==> src/rtl/load_store_unit.sv <==
// Load/store stage behind the ALU: one handshaked word access per request,
// with lane steering for stores and sign/zero extension for loads.
module load_store_unit #(
  parameter int unsigned WIDTH = 32
) (
  input  logic             clk,
  input  logic             rst,
  input  logic             start,
  input  logic             is_load,
  input  logic             is_store,
  input  logic [2:0]       funct3,
  input  logic [WIDTH-1:0] addr,
  input  logic [WIDTH-1:0] rs2_data,
  output logic             busy,
  output logic             done,
  output logic             fault,
  output logic [WIDTH-1:0] rd_data,
  output logic             mem_req,
  output logic             mem_we,
  output logic [WIDTH-1:0] mem_addr,
  output logic [WIDTH-1:0] mem_wdata,
  output logic [3:0]       mem_wmask,
  input  logic             mem_ready,
  input  logic [WIDTH-1:0] mem_rdata
);

  localparam int unsigned BYTE_W = 8;
  localparam int unsigned HALF_W = 16;

  typedef enum logic [1:0] {IDLE, REQ, RESP, FAULT} state_t;

  state_t           state_q;
  logic             is_load_q;
  logic [2:0]       funct3_q;
  logic [1:0]       off_q;
  logic             busy_q, done_q, fault_q, mem_req_q, mem_we_q;
  logic [WIDTH-1:0] rd_data_q, mem_addr_q, mem_wdata_q;
  logic [3:0]       mem_wmask_q;

  logic             illegal_d;
  logic [WIDTH-1:0] wdata_d;
  logic [3:0]       wmask_d;
  logic [WIDTH-1:0] load_d;
  logic [7:0]       byte_c;
  logic [15:0]      half_c;

  // Request legality: exactly one of load/store, a supported size, natural alignment.
  always_comb begin
    illegal_d = 1'b0;
    if (is_load == is_store)
      illegal_d = 1'b1;
    else if (is_store && !(funct3 inside {3'b000, 3'b001, 3'b010}))
      illegal_d = 1'b1;
    else if (is_load && (funct3 inside {3'b011, 3'b110, 3'b111}))
      illegal_d = 1'b1;
    if (funct3[1:0] == 2'b01 && addr[0])
      illegal_d = 1'b1;
    if (funct3[1:0] == 2'b10 && addr[1:0] != 2'b00)
      illegal_d = 1'b1;
  end

  // Store lane replication and byte enables; reads carry no mask.
  always_comb begin
    wdata_d = '0;
    wmask_d = 4'b0000;
    if (is_store) begin
      case (funct3[1:0])
        2'b00: begin
          wdata_d = {4{rs2_data[7:0]}};
          wmask_d = 4'b0001 << addr[1:0];
        end
        2'b01: begin
          wdata_d = {2{rs2_data[15:0]}};
          wmask_d = addr[1] ? 4'b1100 : 4'b0011;
        end
        default: begin
          wdata_d = rs2_data;
          wmask_d = 4'b1111;
        end
      endcase
    end
  end

  // Load extraction from the returned word using the latched offset and size.
  always_comb begin
    byte_c = mem_rdata[BYTE_W*off_q +: BYTE_W];
    half_c = mem_rdata[HALF_W*off_q[1] +: HALF_W];
    case (funct3_q)
      3'b000:  load_d = {{(WIDTH-BYTE_W){byte_c[7]}}, byte_c};
      3'b001:  load_d = {{(WIDTH-HALF_W){half_c[15]}}, half_c};
      3'b100:  load_d = {{(WIDTH-BYTE_W){1'b0}}, byte_c};
      3'b101:  load_d = {{(WIDTH-HALF_W){1'b0}}, half_c};
      default: load_d = mem_rdata;
    endcase
  end

  always_ff @(posedge clk or posedge rst) begin
    if (rst) begin
      state_q     <= IDLE;
      is_load_q   <= 1'b0;
      funct3_q    <= 3'b000;
      off_q       <= 2'b00;
      busy_q      <= 1'b0;
      done_q      <= 1'b0;
      fault_q     <= 1'b0;
      rd_data_q   <= '0;
      mem_req_q   <= 1'b0;
      mem_we_q    <= 1'b0;
      mem_addr_q  <= '0;
      mem_wdata_q <= '0;
      mem_wmask_q <= 4'b0000;
    end else begin
      case (state_q)
        IDLE: begin
          if (start) begin
            is_load_q  <= is_load;
            funct3_q   <= funct3;
            off_q      <= addr[1:0];
            mem_addr_q <= {addr[WIDTH-1:2], 2'b00};
            if (illegal_d) begin
              state_q <= FAULT;
              done_q  <= 1'b1;
              fault_q <= 1'b1;
            end else begin
              state_q     <= REQ;
              busy_q      <= 1'b1;
              mem_req_q   <= 1'b1;
              mem_we_q    <= is_store;
              mem_wdata_q <= wdata_d;
              mem_wmask_q <= wmask_d;
            end
          end
        end
        REQ: begin
          if (mem_ready) begin
            state_q     <= RESP;
            busy_q      <= 1'b0;
            done_q      <= 1'b1;
            fault_q     <= 1'b0;
            mem_req_q   <= 1'b0;
            mem_we_q    <= 1'b0;
            mem_wmask_q <= 4'b0000;
            if (is_load_q)
              rd_data_q <= load_d;
          end
        end
        RESP: begin
          state_q <= IDLE;
          done_q  <= 1'b0;
        end
        FAULT: begin
          state_q <= IDLE;
          done_q  <= 1'b0;
          fault_q <= 1'b0;
        end
        default: state_q <= IDLE;
      endcase
    end
  end

  assign busy      = busy_q;
  assign done      = done_q;
  assign fault     = fault_q;
  assign rd_data   = rd_data_q;
  assign mem_req   = mem_req_q;
  assign mem_we    = mem_we_q;
  assign mem_addr  = mem_addr_q;
  assign mem_wdata = mem_wdata_q;
  assign mem_wmask = mem_wmask_q;

endmodule

==> config.mk <==
export PLATFORM = sky130hd
export DESIGN_NAME = load_store_unit
export DESIGN_NICKNAME = d
export VERILOG_FILES = /design/src/rtl/load_store_unit.sv
export SDC_FILE = /design/constraint.sdc
export NUM_CORES = 1
export LEC_CHECK = 0
export CORE_MARGIN = 2
export CORE_UTILIZATION = 40
export DETAILED_ROUTE_END_ITERATION = 16
export HOLD_SLACK_MARGIN = 0.08
export MAX_ROUTING_LAYER = met4
export PLACE_DENSITY = 0.87
export SETUP_SLACK_MARGIN = 0.5
export SYNTH_ARGS = -nofsm -noshare
export SYNTH_HDL_FRONTEND = slang
export SYNTH_SLANG_ARGS = --single-unit
==> constraint.sdc <==
create_clock -name clk -period 3.4 [get_ports clk]
set_clock_uncertainty 0.1 [all_clocks]
set_input_delay 0.51 -clock clk [delete_from_list [all_inputs] [get_ports clk]]
set_output_delay 0.51 -clock clk [all_outputs]
set_load 0.01 [all_outputs]
; After elaboration in Yosys (flattened, before gate mapping)
; Cells that the tools add are included.
[word_totals]
reg_bits = 110
elab_cells = 87
input_bits = 105
[classes]
eq_ne = 18
n_mux = 31
bitwise = 1
reduce_logical = 22
n_shift = 3
[op_table]
columns = op, count
row1 = $pmux W32 S4, 1
row2 = $pmux W32 S2, 1
row3 = $mux W32, 1
row4 = $shiftx A32 B6 Y16, 1
row5 = $shiftx A32 B6 Y8, 1
row6 = $mux W4, 5
row7 = $pmux W4 S2, 2
row8 = $mux W1, 13
row9 = $eq A3 B3 Y1 const B, 4
row10 = $reduce_and A3 Y1, 3
row11 = $reduce_bool A3 Y1, 3
row12 = $ne A2 B2 Y1 const B, 4
row13 = $reduce_and A4 Y1, 2
row14 = $eq A2 B2 Y1 const B, 3
row15 = $eq A3 B1 Y1 const B, 2
row16 = $eq A3 B2 Y1 const B, 2
row17 = $logic_not A3 Y1, 2
row18 = $mux W2, 3
row19 = $pmux W1 S3, 2
row20 = $pmux W2 S3, 1
row21 = $eq A2 B1 Y1 const B, 2
row22 = $logic_and A1 B1 Y1, 4
row23 = $logic_not A2 Y1, 2
row24 = $pmux W1 S2, 2
row25 = other kinds (7), 9

; Logic depth before layout (Yosys ltp)
; Gate-level depths: netlist of run 1.
[depth]
word_depth = 11
ltp_mapped = 7
depth_no_buf = 4

; Worst setup path after synthesis of run 1
; No wires, ideal clock.
[synth_timing]
path_type = input to register
startpoint = input is_store
endpoint = register mem_wdata_q[10], in the netlist mem_wdata[10]
cell_stages = 6
slack_ns = 1.457
arrival_time_ns = 1.718
setup_time_ns = 0.125
path_buffers = 2
cell_sequence = buf_2 > xnor2_1 > a2bb2oi_1 > nor2_1 > buf_4 > mux2_2
[synth_between]
elab_chain_cells = 7
elab_cells_between_ends = 9
[synth_rtl]
columns = item, line_no
row1 = from (decl), 10  ; input logic is_store,
row2 = $logic_and A1 B1 Y1, 52  ; else if (is_store && !(funct3 inside {3'b000, 3'b001, 3'b010}))
row3 = $mux W1, 52
row4 = $mux W1, 50  ; if (is_load == is_store)
row5 = $mux W1, 56  ; if (funct3[1:0] == 2'b01 && addr[0])
row6 = $mux W1, 58  ; if (funct3[1:0] == 2'b10 && addr[1:0] != 2'b00)
row7 = $not A1 Y1 (no source line), n/a
row8 = $reduce_and A3 Y1 (no source line), n/a
row9 = to (signal assigned), 129  ; mem_wdata_q <= wdata_d;
row10 = to (decl), 37  ; logic [WIDTH-1:0] rd_data_q, mem_addr_q, mem_wdata_q;
; Several ways; a longest one is shown, not always the timed one.
; A chain may end at the register's enable or synchronous reset.

; Final worst setup path of run 1
[layout_timing]
startpoint = input addr[0]
endpoint = register mem_wmask_q[1], in the netlist mem_wmask[1]
[layout_between]
elab_chain_cells = 6
elab_cells_between_ends = 13
[layout_rtl]
columns = item, line_no
row1 = from (decl), 12  ; input logic [WIDTH-1:0] addr,
row2 = $shl A1 B2 Y4, 70  ; wmask_d = 4'b0001 << addr[1:0];
row3 = $pmux W4 S2, 67  ; case (funct3[1:0])
row4 = $mux W4, 66  ; if (is_store) begin
row5 = $mux W4, 120  ; if (illegal_d) begin
row6 = $mux W4, 115  ; if (start) begin
row7 = $pmux W4 S2, 113  ; case (state_q)
row8 = to (signal assigned), 130  ; mem_wmask_q <= wmask_d;
row9 = to (decl), 38  ; logic [3:0] mem_wmask_q;
; Several ways; a longest one is shown, not always the timed one. The select of a mux whose other input is x is not followed.

==> results of run 1 <==
-- sequential cells by signal, summed over array words and instances (netlist names) --
signal and cells:
mem_addr 30, fault 1, done 1, off_q 2
mem_we 1, mem_req 1, state_q 2, mem_wdata 32
rd_data 32, funct3_q 3, is_load_q 1, mem_wmask 4
-- layer usage --
layer | GRT usage | share of wire | vias to the layer above
met2 | 0.366 | 0.47 | 262
met1 | 0.316 | 0.43 | 2352
met4 | 0.0860 | 0.019 | 0
met5 | - | 0 | -
li1 | - | - | 2257
met3 | 0.0333 | 0.072 | 27
-- logic make-up after synthesis --
logic type,Yosys count
compound gates,178
flops,110
simple gates,109
mux,77
buf+inv,49
xor+xnor,1
other cells,1
-- cell type report --
| class | count | area [um^2] |
|---|---|---|
| tap | 176 | 220 |
| clock buffer | 9 | 225 |
| inverter | 6 | 26.3 |
| sequential | 110 | 2750 |
| multi-input combinational | 367 | 2440 |
| fill | 1072 | 5250 |
| timing repair buffer | 218 | 2170 |
| clock inverter | 7 | 105 |
-- critical path, delay by kind of cell --
family                 cells  cell delay [ns]
buffers and inverters      2             0.76
and+or+nand+nor            2             1.02
AOI/OAI and AO/OA          2             0.30
-- power by group through the flow --
| stage | clock [mW] | combinational, mW | sequential, mW |
|---|---|---|---|
| after floorplan | 0 | 1.17 | 2.50 |
| after global placement | 0 | 2.83 | 2.38 |
| after detailed placement | 0 | 2.91 | 2.41 |
| after CTS | 1.19 | 2.92 | 2.40 |
| after global routing | 1.24 | 3.11 | 2.48 |
| final | 1.16 | 2.90 | 2.40 |
-- worst max-delay path by stage --
stage                                          end  slack, ns  depth (start not counted)
after global routing      mem_wmask[3]$_DFFE_PP0P_       0.85                          6
after global placement    mem_wmask[2]$_DFFE_PP0P_       0.70                          6
after detailed placement  mem_wmask[1]$_DFFE_PP0P_       0.63                          6
after floorplan                   done$_DFFE_PP0P_       1.46                          1
final                     mem_wmask[1]$_DFFE_PP0P_       0.98                          6
after CTS                 mem_wmask[3]$_DFFE_PP0P_       1.01                          6
-- cell usage after synthesis (all sizes together) --
cell type  instances  area, um^2
a21boi             8        60.1
a21o               1        7.51
a21oi             27         139
a22oi             14         105
a2bb2oi            1        8.76
and4b              1        10.0
buf               10        58.8
clkbuf            33         124
conb               1        3.75
dfrtp            110        2750
inv                6        22.5
mux2              56         631
mux2i             20         200
mux4               1        22.5
nand2             81         304
nand2b             2        12.5
nand3b             1        7.51
nand4b             1        8.76
nor2              13        48.8
nor3               4        30.0
nor3b              3        27.5
o21ai             81         405
o22a               7        61.3
o22ai             15        93.8
o31ai             24         180
or2                2        12.5
or4b               1        13.8
xnor2              1        8.76
==> summary.txt, run 1 <==
Status -> complete, no violations
Power share of the combinational group -> 0.448
Arrival time at the worst endpoint -> 2.59 ns
Diodes inserted -> 0
Post-place setup slack -> 0.627 ns
Hold Buf Count CTS -> 0
Post-Synth XOR/XNOR Area -> 0.00163
CP Launch Point -> addr[0]
Count of pins over their slew limit -> 0
Die span in y -> 120 um
Total track usage -> 0.235
Hold Path End -> fault$_DFFE_PP0P_
Number of distinct library cells after synthesis -> 34
Number of global-route vias before repair -> 4,854
Worst setup path class -> input pin to flop
Least-Margin Pin Slew -> 0.890 ns
Max IR drop VDD -> 399 uV
Row cnt -> 42
# Post-CTS Setup Buffers -> 0
Dpl cells -> 877
HP Start -> fault$_DFFE_PP0P_
Final period util -> 0.712
Clock share of power -> 0.180
Leakage -> 3.26 nW
Utilization after layout -> 0.602
Total congestion overflow -> 0
Netlist Area Pre-Place -> 0.00536 mm^2
Final Hold Fails -> 0
TritonRoute pass-1 iters -> 5
Routed Antenna Nets -> 0
DP HPWL -> 12,200 um
Hold slack -> 0.393 ns
Achievable frequency -> 0.413 GHz
CTS max path bufs -> 2
Post-route setup TNS -> 0 ns
Max_slew headroom -> 0.405
Most frequent cells in the layout -> clkdlybuf4s50_1 (207), dfrtp_1 (110), nand2_1 (81)
Compound-cell area share of the yosys netlist -> 0.198
CTS tree -> yes
Mux share of post-synthesis cell area -> 0.159
Initial Utilization -> 0.406
Root buffer cell -> clkbuf_16
WHS Path Cells -> 2
Largest family of logic cells by synthesized area -> compound AO/OA/AOI/OAI gates
Slowest cell on the critical path -> or4b_4
R2R depth -> 4
Final setup viols -> 0
Via count -> 4,898
Post-Synth Adder-Cell Area -> 0
Unrepaired setup endpoints after global routing -> no
Worst skew pair latency -> 0.35 ns
Area grow syn2layout -> 48.1%
Required time worst endpoint -> 3.57 ns
Setup crit start kind -> input pin
Fin cells -> 893
Max incr delay on CP -> 0.60 ns
Commonest non-fill, non-tap cell in the layout -> clkdlybuf4s50_1
Critical Path End Type -> flop
Avg Inst Size Synth -> 10.2 um^2
Design area -> 0.00794 mm^2
Clock slew at the register clock pins of the worst setup and hold paths -> 0.08 ns
Placed Area -> 0.00761 mm^2
CP max FO -> 49
Global-route wire length before repair -> 25,700 um
# nets final -> 817
Cells along the critical path -> clkdlybuf4s50_1 -> nor3_1 -> o21ai_4 -> buf_4 -> or4b_4 -> o22ai_1
Largest net degree at the start of global routing -> 53
Internal -> 4.24 mW
Die area -> 0.0143 mm^2
CTS Buf Count -> 9
NetSw -> 2.22 mW
Flops & latches, synth -> 110
Antenna violations before repair -> 0
Layout cells sized above 1 -> 0.131
Synth warn -> 0
Reg-to-reg endpoint -> rd_data[10]$_DFFE_PP0P_
RR Startpoint -> off_q[1]$_DFFE_PP0P_
Switching share of power -> 0.343
Syn Inst Count -> 525
DR WL/cell -> 18.4 um
Number of clock sinks -> 110
Core Area -> 0.0132 mm^2
# port buffers -> 207
Worst Setup Slack, final -> 0.979 ns
H-tree depth -> 3
Post-synthesis sequential area ratio -> 0.514
Vias per inst -> 5.48
Min cycle time layout -> 2.42 ns
Iter 0 DRT Violations -> 382
Pwr per Cell Area -> 814 mW/mm^2
Total Wirelength -> 16,500 um
Post-CTS sizing -> 0
Final Power -> 6.46 mW
Seq pwr share -> 0.371
Die width -> 120 um
Global placement routability congestion -> 0.974
# DRC -> 0
Number of max-cap violations -> 0
Slack of the worst reg-to-reg path -> 1.02 ns
Worst hold path type -> flop to flop
Post-synthesis simple-gate area fraction -> 0.0887
IO Pins -> 210
Note: power is estimated with default switching activity, not from simulation.
==> run 2: changes to the inputs <==
CORE_UTILIZATION = 44   (was 40)
PLACE_DENSITY = 0.91   (was 0.87)
clock period = 2.44 ns   (was 3.4 ns; I/O delays follow)
==> run 2 against run 1 <==
Final cell count decreased by 1.7%. First-iteration DRC count rose by 9.7%. Die area fell by 8.8%. Largest cell class unchanged.
==> summary.txt, run 2 (same netlist as run 1, synthesis figures left out) <==
Internal -> 5.92 mW (+40%)
Fill cells -> 893 (-17%)
Core Area -> 0.0120 mm^2 (-9.3%)
Vias per inst -> 5.72 (+4.2%)
Worst Setup Slack, final -> 0.544 ns (-0.435 ns)
Iter 0 DRT Violations -> 419 (+9.7%)
Cell family with most CP delay -> simple AND/OR/NAND/NOR gates
Switching share of power -> 0.349 (+0.00579)
Clock share of power -> 0.173 (-0.007)
Min cycle time layout -> 1.90 ns
Cells along the critical path -> clkdlybuf4s50_1 -> nor3_1 -> o21ai_2 -> or4b_4 -> o22ai_1
Post-route setup TNS -> 0 ns (unchanged)
# DRC -> 0 (unchanged)
CP max FO -> 5 (-90%)
Total congestion overflow -> 0 (unchanged)
Global placement routability congestion -> 0.965 (-0.95%)
Setup crit start kind -> input pin
Commonest non-fill, non-tap cell in the layout -> clkdlybuf4s50_1
Unrepaired setup endpoints after global routing -> no
H-tree depth -> 3 (unchanged)
Power share of the combinational group -> 0.468 (+0.020)
CP Buf/Inv Count -> 1 (-1)
Least-Margin Pin Slew -> 0.606 ns (-0.284 ns)
Via count -> 5,019 (+2.5%)
Max_slew headroom -> 0.596 (+0.190)
Worst hold path type -> input pin to flop
Leakage -> 3.34 nW (+2.5%)
Status -> complete, no violations
Slowest cell on the critical path -> or4b_4
CTS tree -> yes
Count of pins over their slew limit -> 0 (unchanged)
Initial Utilization -> 0.448 (+0.0417)
Required time worst endpoint -> 2.62 ns (-0.95 ns)
Antenna violations before repair -> 0 (unchanged)
Seq pwr share -> 0.359 (-0.012)
Total Wirelength -> 16,500 um (+0.41%)
Routed Antenna Nets -> 0 (unchanged)
Die area -> 0.0131 mm^2 (-8.8%)
NetSw -> 3.18 mW (+43%)
Pwr per Cell Area -> 1130 mW/mm^2 (+39%)
Row cnt -> 40 (-4.8%)
Layout cells sized above 1 -> 0.159 (+0.0276)
Final setup viols -> 0 (unchanged)
# port buffers -> 207 (unchanged)
Die span in y -> 114 um (-4.5%)
Worst skew pair latency -> 0.35 ns (about the same)
Max incr delay on CP -> 0.54 ns (-0.06 ns)
TritonRoute pass-1 iters -> 5 (unchanged)
IO Pins -> 210 (unchanged)
Clock slew at the register clock pins of the worst setup and hold paths -> 0.08 ns (about the same)
Total track usage -> 0.261 (+0.0261)
Slack of the worst reg-to-reg path -> 0.57 ns (-0.45 ns)
Number of clock sinks -> 110 (unchanged)
Final period util -> 0.777
CTS max path bufs -> 2 (unchanged)
Final Hold Fails -> 0 (unchanged)
Hold Buf Count CTS -> 0 (unchanged)
Area grow syn2layout -> 50.2%
Arrival time at the worst endpoint -> 2.07 ns (-0.52 ns)
Max IR drop VDD -> 600 uV (+50%)
Global-route wire length before repair -> 26,000 um (+1.3%)
DR WL/cell -> 18.8 um (+2.1%)
Largest net degree at the start of global routing -> 111 (+110%)
Number of global-route vias before repair -> 4,963 (+2.2%)
Most frequent cells in the layout -> clkdlybuf4s50_1 (206), dfrtp_1 (109), nand2_1 (81)
Critical Path End Type -> flop
Achievable frequency -> 0.527 GHz
Worst setup path class -> input pin to flop
# nets final -> 831 (+1.7%)
Die width -> 114 um (-4.5%)
Root buffer cell -> clkbuf_16
DP HPWL -> 12,000 um (-1.6%)
Number of max-cap violations -> 0 (unchanged)
Post-place setup slack -> 0.140 ns (-0.486 ns)
CTS Buf Count -> 9 (unchanged)
Diodes inserted -> 0 (unchanged)
-- run 2: worst reg2reg max path, delay by kind of cell, from the launching register on --
family,cells,cell delay [ns]
muxes,1,0.33
AOI/OAI and AO/OA,3,0.44
buffers and inverters,2,0.41
DFF,1,0.45
-- run 2: repair_timing --
item	CTS	global route
pin swaps	1	1
buffers inserted	2	0
setup endpoints to repair	20	49
gates resized for setup	4	11
-- run 2: final cells by class --
type                    count  area [um^2]  area share
repair buffers            232         2290       0.284
well taps                 147          184      0.0228
clock inverters             7          101      0.0126
multi-input cells         367         2470       0.307
flip-flops and latches    110         2750       0.342
clock buffers               9          225      0.0280
inverters                   6         26.3     0.00326
-- run 2: final timing paths --
| check | endpoint | startpoint | depth (start not counted) |
|---|---|---|---|
| min in group asynchronous | rd_data[3]$_DFFE_PP0P_ | rst | 3 |
| max in group asynchronous | off_q[1]$_DFFE_PP0P_ | rst | 3 |
| min | funct3_q[1]$_DFFE_PP0P_ | funct3[1] | 3 |
| max reg2reg | rd_data[21]$_DFFE_PP0P_ | off_q[1]$_DFFE_PP0P_ | 6 |
| min reg2reg | fault$_DFFE_PP0P_ | fault$_DFFE_PP0P_ | 2 |
| max | mem_wmask[0]$_DFFE_PP0P_ | addr[0] | 5 |
-- run 2: per-stage QoR --
stage	cells	hold WS, ns	util	instance area [um^2]	power (mW)
3_5_place_dp	860	0.365	0.640	7650	7.48
5_1_grt	878	0.405	0.673	8050	9.61
4_1_cts	878	0.384	0.669	8010	9.10
3_3_place_gp	860	0.366	0.640	7650	7.34
2_1_floorplan	526	0.383	-	5370	5.12
6_report	878	0.382	0.673	8050	9.10
-- run 2: power by group through the flow --
stage                     registers, mW  logic, mW  clock network, mW
after floorplan                    3.49       1.63                  0
after global placement             3.24       4.10                  0
after detailed placement           3.28       4.21                  0
after CTS                          3.26       4.25               1.59
after global routing               3.37       4.56               1.67
final                              3.27       4.26               1.58
-- run 2: metal layers --
layer | vias up | global-route usage | wire, um
met5 | - | - | 0
met4 | 0 | 0.104 | 510
met3 | 39 | 0.0482 | 1400
li1 | 2287 | - | -
met1 | 2438 | 0.349 | 6920
met2 | 255 | 0.396 | 7700
==> run 3: changes to the inputs <==
CORE_UTILIZATION = 40   (was 44)
PLACE_DENSITY = 0.87   (was 0.91)
clock period = 1.67 ns   (was 2.44 ns; I/O delays follow)
==> run 3 against run 2 <==
The run now ends with setup timing left. Largest power group unchanged. Sequential cell count stayed put. Combinational power is 120% higher. Clock power is 54% higher. Critical path type is now flop to flop. Count of clock-buffer cells in the layout is 2 higher.
==> summary.txt, run 3 (same netlist as run 1, synthesis figures left out) <==
Arrival time at the worst endpoint -> 1.98 ns (-0.09 ns)
Leakage -> 4.65 nW (+39%)
Die area -> 0.0143 mm^2 (+9.6%)
Commonest non-fill, non-tap cell in the layout -> buf_4
Routed Antenna Nets -> 0 (unchanged)
Global-route wire length before repair -> 31,300 um (+21%)
Antenna violations before repair -> 1 (+1)
Worst skew pair latency -> 0.35 ns (about the same)
Switching share of power -> 0.369 (+0.0198)
CP max FO -> 5 (unchanged)
Max IR drop VDD -> 802 uV (+34%)
Via count -> 6,144 (+22%)
DR WL/cell -> 22.5 um (+20%)
Largest net degree at the start of global routing -> 74 (-33%)
Root buffer cell -> clkbuf_16
Core Area -> 0.0132 mm^2 (+10%)
Final setup viols -> 82 (+82)
Clock share of power -> 0.145 (-0.028)
Initial Utilization -> 0.406 (-0.0417)
Final Hold Fails -> 0 (unchanged)
Worst setup path class -> flop to flop
Die span in y -> 120 um (+4.7%)
Dpl cells -> 914 (+6.3%)
Global placement routability congestion -> 0.959 (-0.65%)
Required time worst endpoint -> 1.84 ns (-0.78 ns)
Achievable frequency -> 0.551 GHz
Setup crit start kind -> flop
Seq pwr share -> 0.288 (-0.071)
Fill cells -> 700 (-22%)
Internal -> 10.6 mW (+78%)
NetSw -> 6.18 mW (+94%)
Number of clock sinks -> 110 (unchanged)
Critical Path End Type -> flop
Layout cells sized above 1 -> 0.515 (+0.357)
Final period util -> 1.09
Area grow syn2layout -> 91.7%
Unrepaired setup endpoints after global routing -> yes
Most frequent cells in the layout -> buf_4 (126), dfrtp_1 (109), clkdlybuf4s50_1 (100)
Count of pins over their slew limit -> 0 (unchanged)
CTS Buf Count -> 9 (unchanged)
Worst Setup Slack, final -> -0.146 ns (-0.690 ns)
Iter 0 DRT Violations -> 620 (+48%)
TritonRoute pass-1 iters -> 7 (+2)
H-tree depth -> 3 (unchanged)
Design area -> 0.0103 mm^2 (+28%)
Number of global-route vias before repair -> 5,847 (+18%)
Hold Buf Count CTS -> 0 (unchanged)
Max incr delay on CP -> 0.56 ns (+0.02 ns)
# DRC -> 0 (unchanged)
DP HPWL -> 12,400 um (+3.2%)
Total congestion overflow -> 0 (unchanged)
Slowest cell on the critical path -> or4b_4
Failing checks -> setup timing
Row cnt -> 42 (+5.0%)
IO Pins -> 210 (unchanged)
Total Wirelength -> 23,900 um (+44%)
Die width -> 120 um (+4.7%)
Power share of the combinational group -> 0.567 (+0.099)
Post-place setup slack -> -0.482 ns (-0.622 ns)
Number of max-cap violations -> 0 (unchanged)
Placed Area -> 0.00803 mm^2 (+5.0%)
Worst hold path type -> input pin to asynchronous set/reset pin
Min cycle time layout -> 1.82 ns
Cells along the critical path -> nor3b_4 -> buf_6 -> o21ai_4 -> or4b_4 -> o22ai_2
# nets final -> 984 (+18%)
CTS max path bufs -> 2 (unchanged)
Clock slew at the register clock pins of the worst setup and hold paths -> 0.07 ns (about the same)
Fin cells -> 1,060 (+21%)
Final Power -> 16.7 mW (+84%)
Status -> complete, but fails checks
CTS tree -> yes
Vias per inst -> 5.80 (+1.4%)
Pwr per Cell Area -> 1630 mW/mm^2 (+44%)
# port buffers -> 207 (unchanged)
Total track usage -> 0.287 (+0.0263)
==> run 3: cell count changes in the layout (fill, tap and decap cells not counted), moves of 22 or more <==
cell / delta
clkdlybuf4s50_1: -106
buf_4: +105
buf_2: +79
o21ai_0: -41
buf_6: +37
mux2_2: -37
mux2_4: +37
o31ai_1: -22
==> run 3: worst paths after layout <==
| check | startpoint | end | slack [ns] | depth (start not counted) |
|---|---|---|---|---|
| min in group clk | funct3[1] | funct3_q[1]$_DFFE_PP0P_ | 0.34 | 4 |
| hold reg to reg | rd_data[2]$_DFFE_PP0P_ | rd_data[2]$_DFFE_PP0P_ | 0.41 | 1 |
| max in group asynchronous | rst | mem_wdata[14]$_DFFE_PP0P_ | 0.81 | 3 |
| setup reg to reg | state_q[1]$_DFFE_PP0P_ | mem_wmask[0]$_DFFE_PP0P_ | -0.15 | 5 |
| setup / recovery | state_q[1]$_DFFE_PP0P_ | mem_wmask[0]$_DFFE_PP0P_ | -0.15 | 5 |
| hold / removal | rst | rd_data[17]$_DFFE_PP0P_ | 0.26 | 3 |
==> run 3: layer usage <==
metal	up-vias	track usage	part of all wire
li1	2610	-	-
met4	0	0.113	0.042
met1	3041	0.342	0.37
met3	83	0.0433	0.066
met5	-	-	0
met2	410	0.493	0.52
==> run 3: area by class of cell <==
class	instances	area, um^2	share of cell area
well taps	176	220	0.0214
diodes	1	2.50	0.000243
inverters	6	30.0	0.00292
multi-input cells	368	3310	0.322
clock inverters	4	77.6	0.00755
repair buffers	384	3630	0.353
flip-flops and latches	110	2750	0.268
clock buffers	11	253	0.0246
==> run 3: power groups by stage <==
stage          combinational [mW]  sequential (mW)  clock, mW
2_1_floorplan                2.61             5.12          0
3_3_place_gp                 6.33             4.66          0
3_5_place_dp                 6.53             4.74          0
5_1_grt                      9.94             4.92       2.55
4_1_cts                      7.41             4.67       2.41
6_report                     9.49             4.83       2.43
==> run 3: critical path: cells and delay by family, from the launching register on <==
family | cells | cell delay, ns
AND/OR/NAND/NOR | 2 | 0.78
flip-flops | 1 | 0.42
AO/OA/AOI/OAI | 2 | 0.29
buffers and inverters | 1 | 0.14
==> run 3: stage by stage <==
| stage | TNS (ns) | hold WS, ns | util |
|---|---|---|---|
| 3_5_place_dp | -35.15 | 0.386 | 0.609 |
| 3_3_place_gp | -28.30 | 0.367 | 0.609 |
| 5_1_grt | -9.23 | 0.307 | 0.779 |
| 6_report | -5.51 | 0.256 | 0.779 |
| 4_1_cts | -1.34 | 0.283 | 0.695 |
| 2_1_floorplan | -1.99 | 0.267 | - |
==> run 3: what timing repair did <==
action,4_1_cts,5_1_grt
buffers inserted,54,57
resized for setup,578,99
setup endpoints to repair,212,212
gates cloned,11,8
pin swaps,27,19
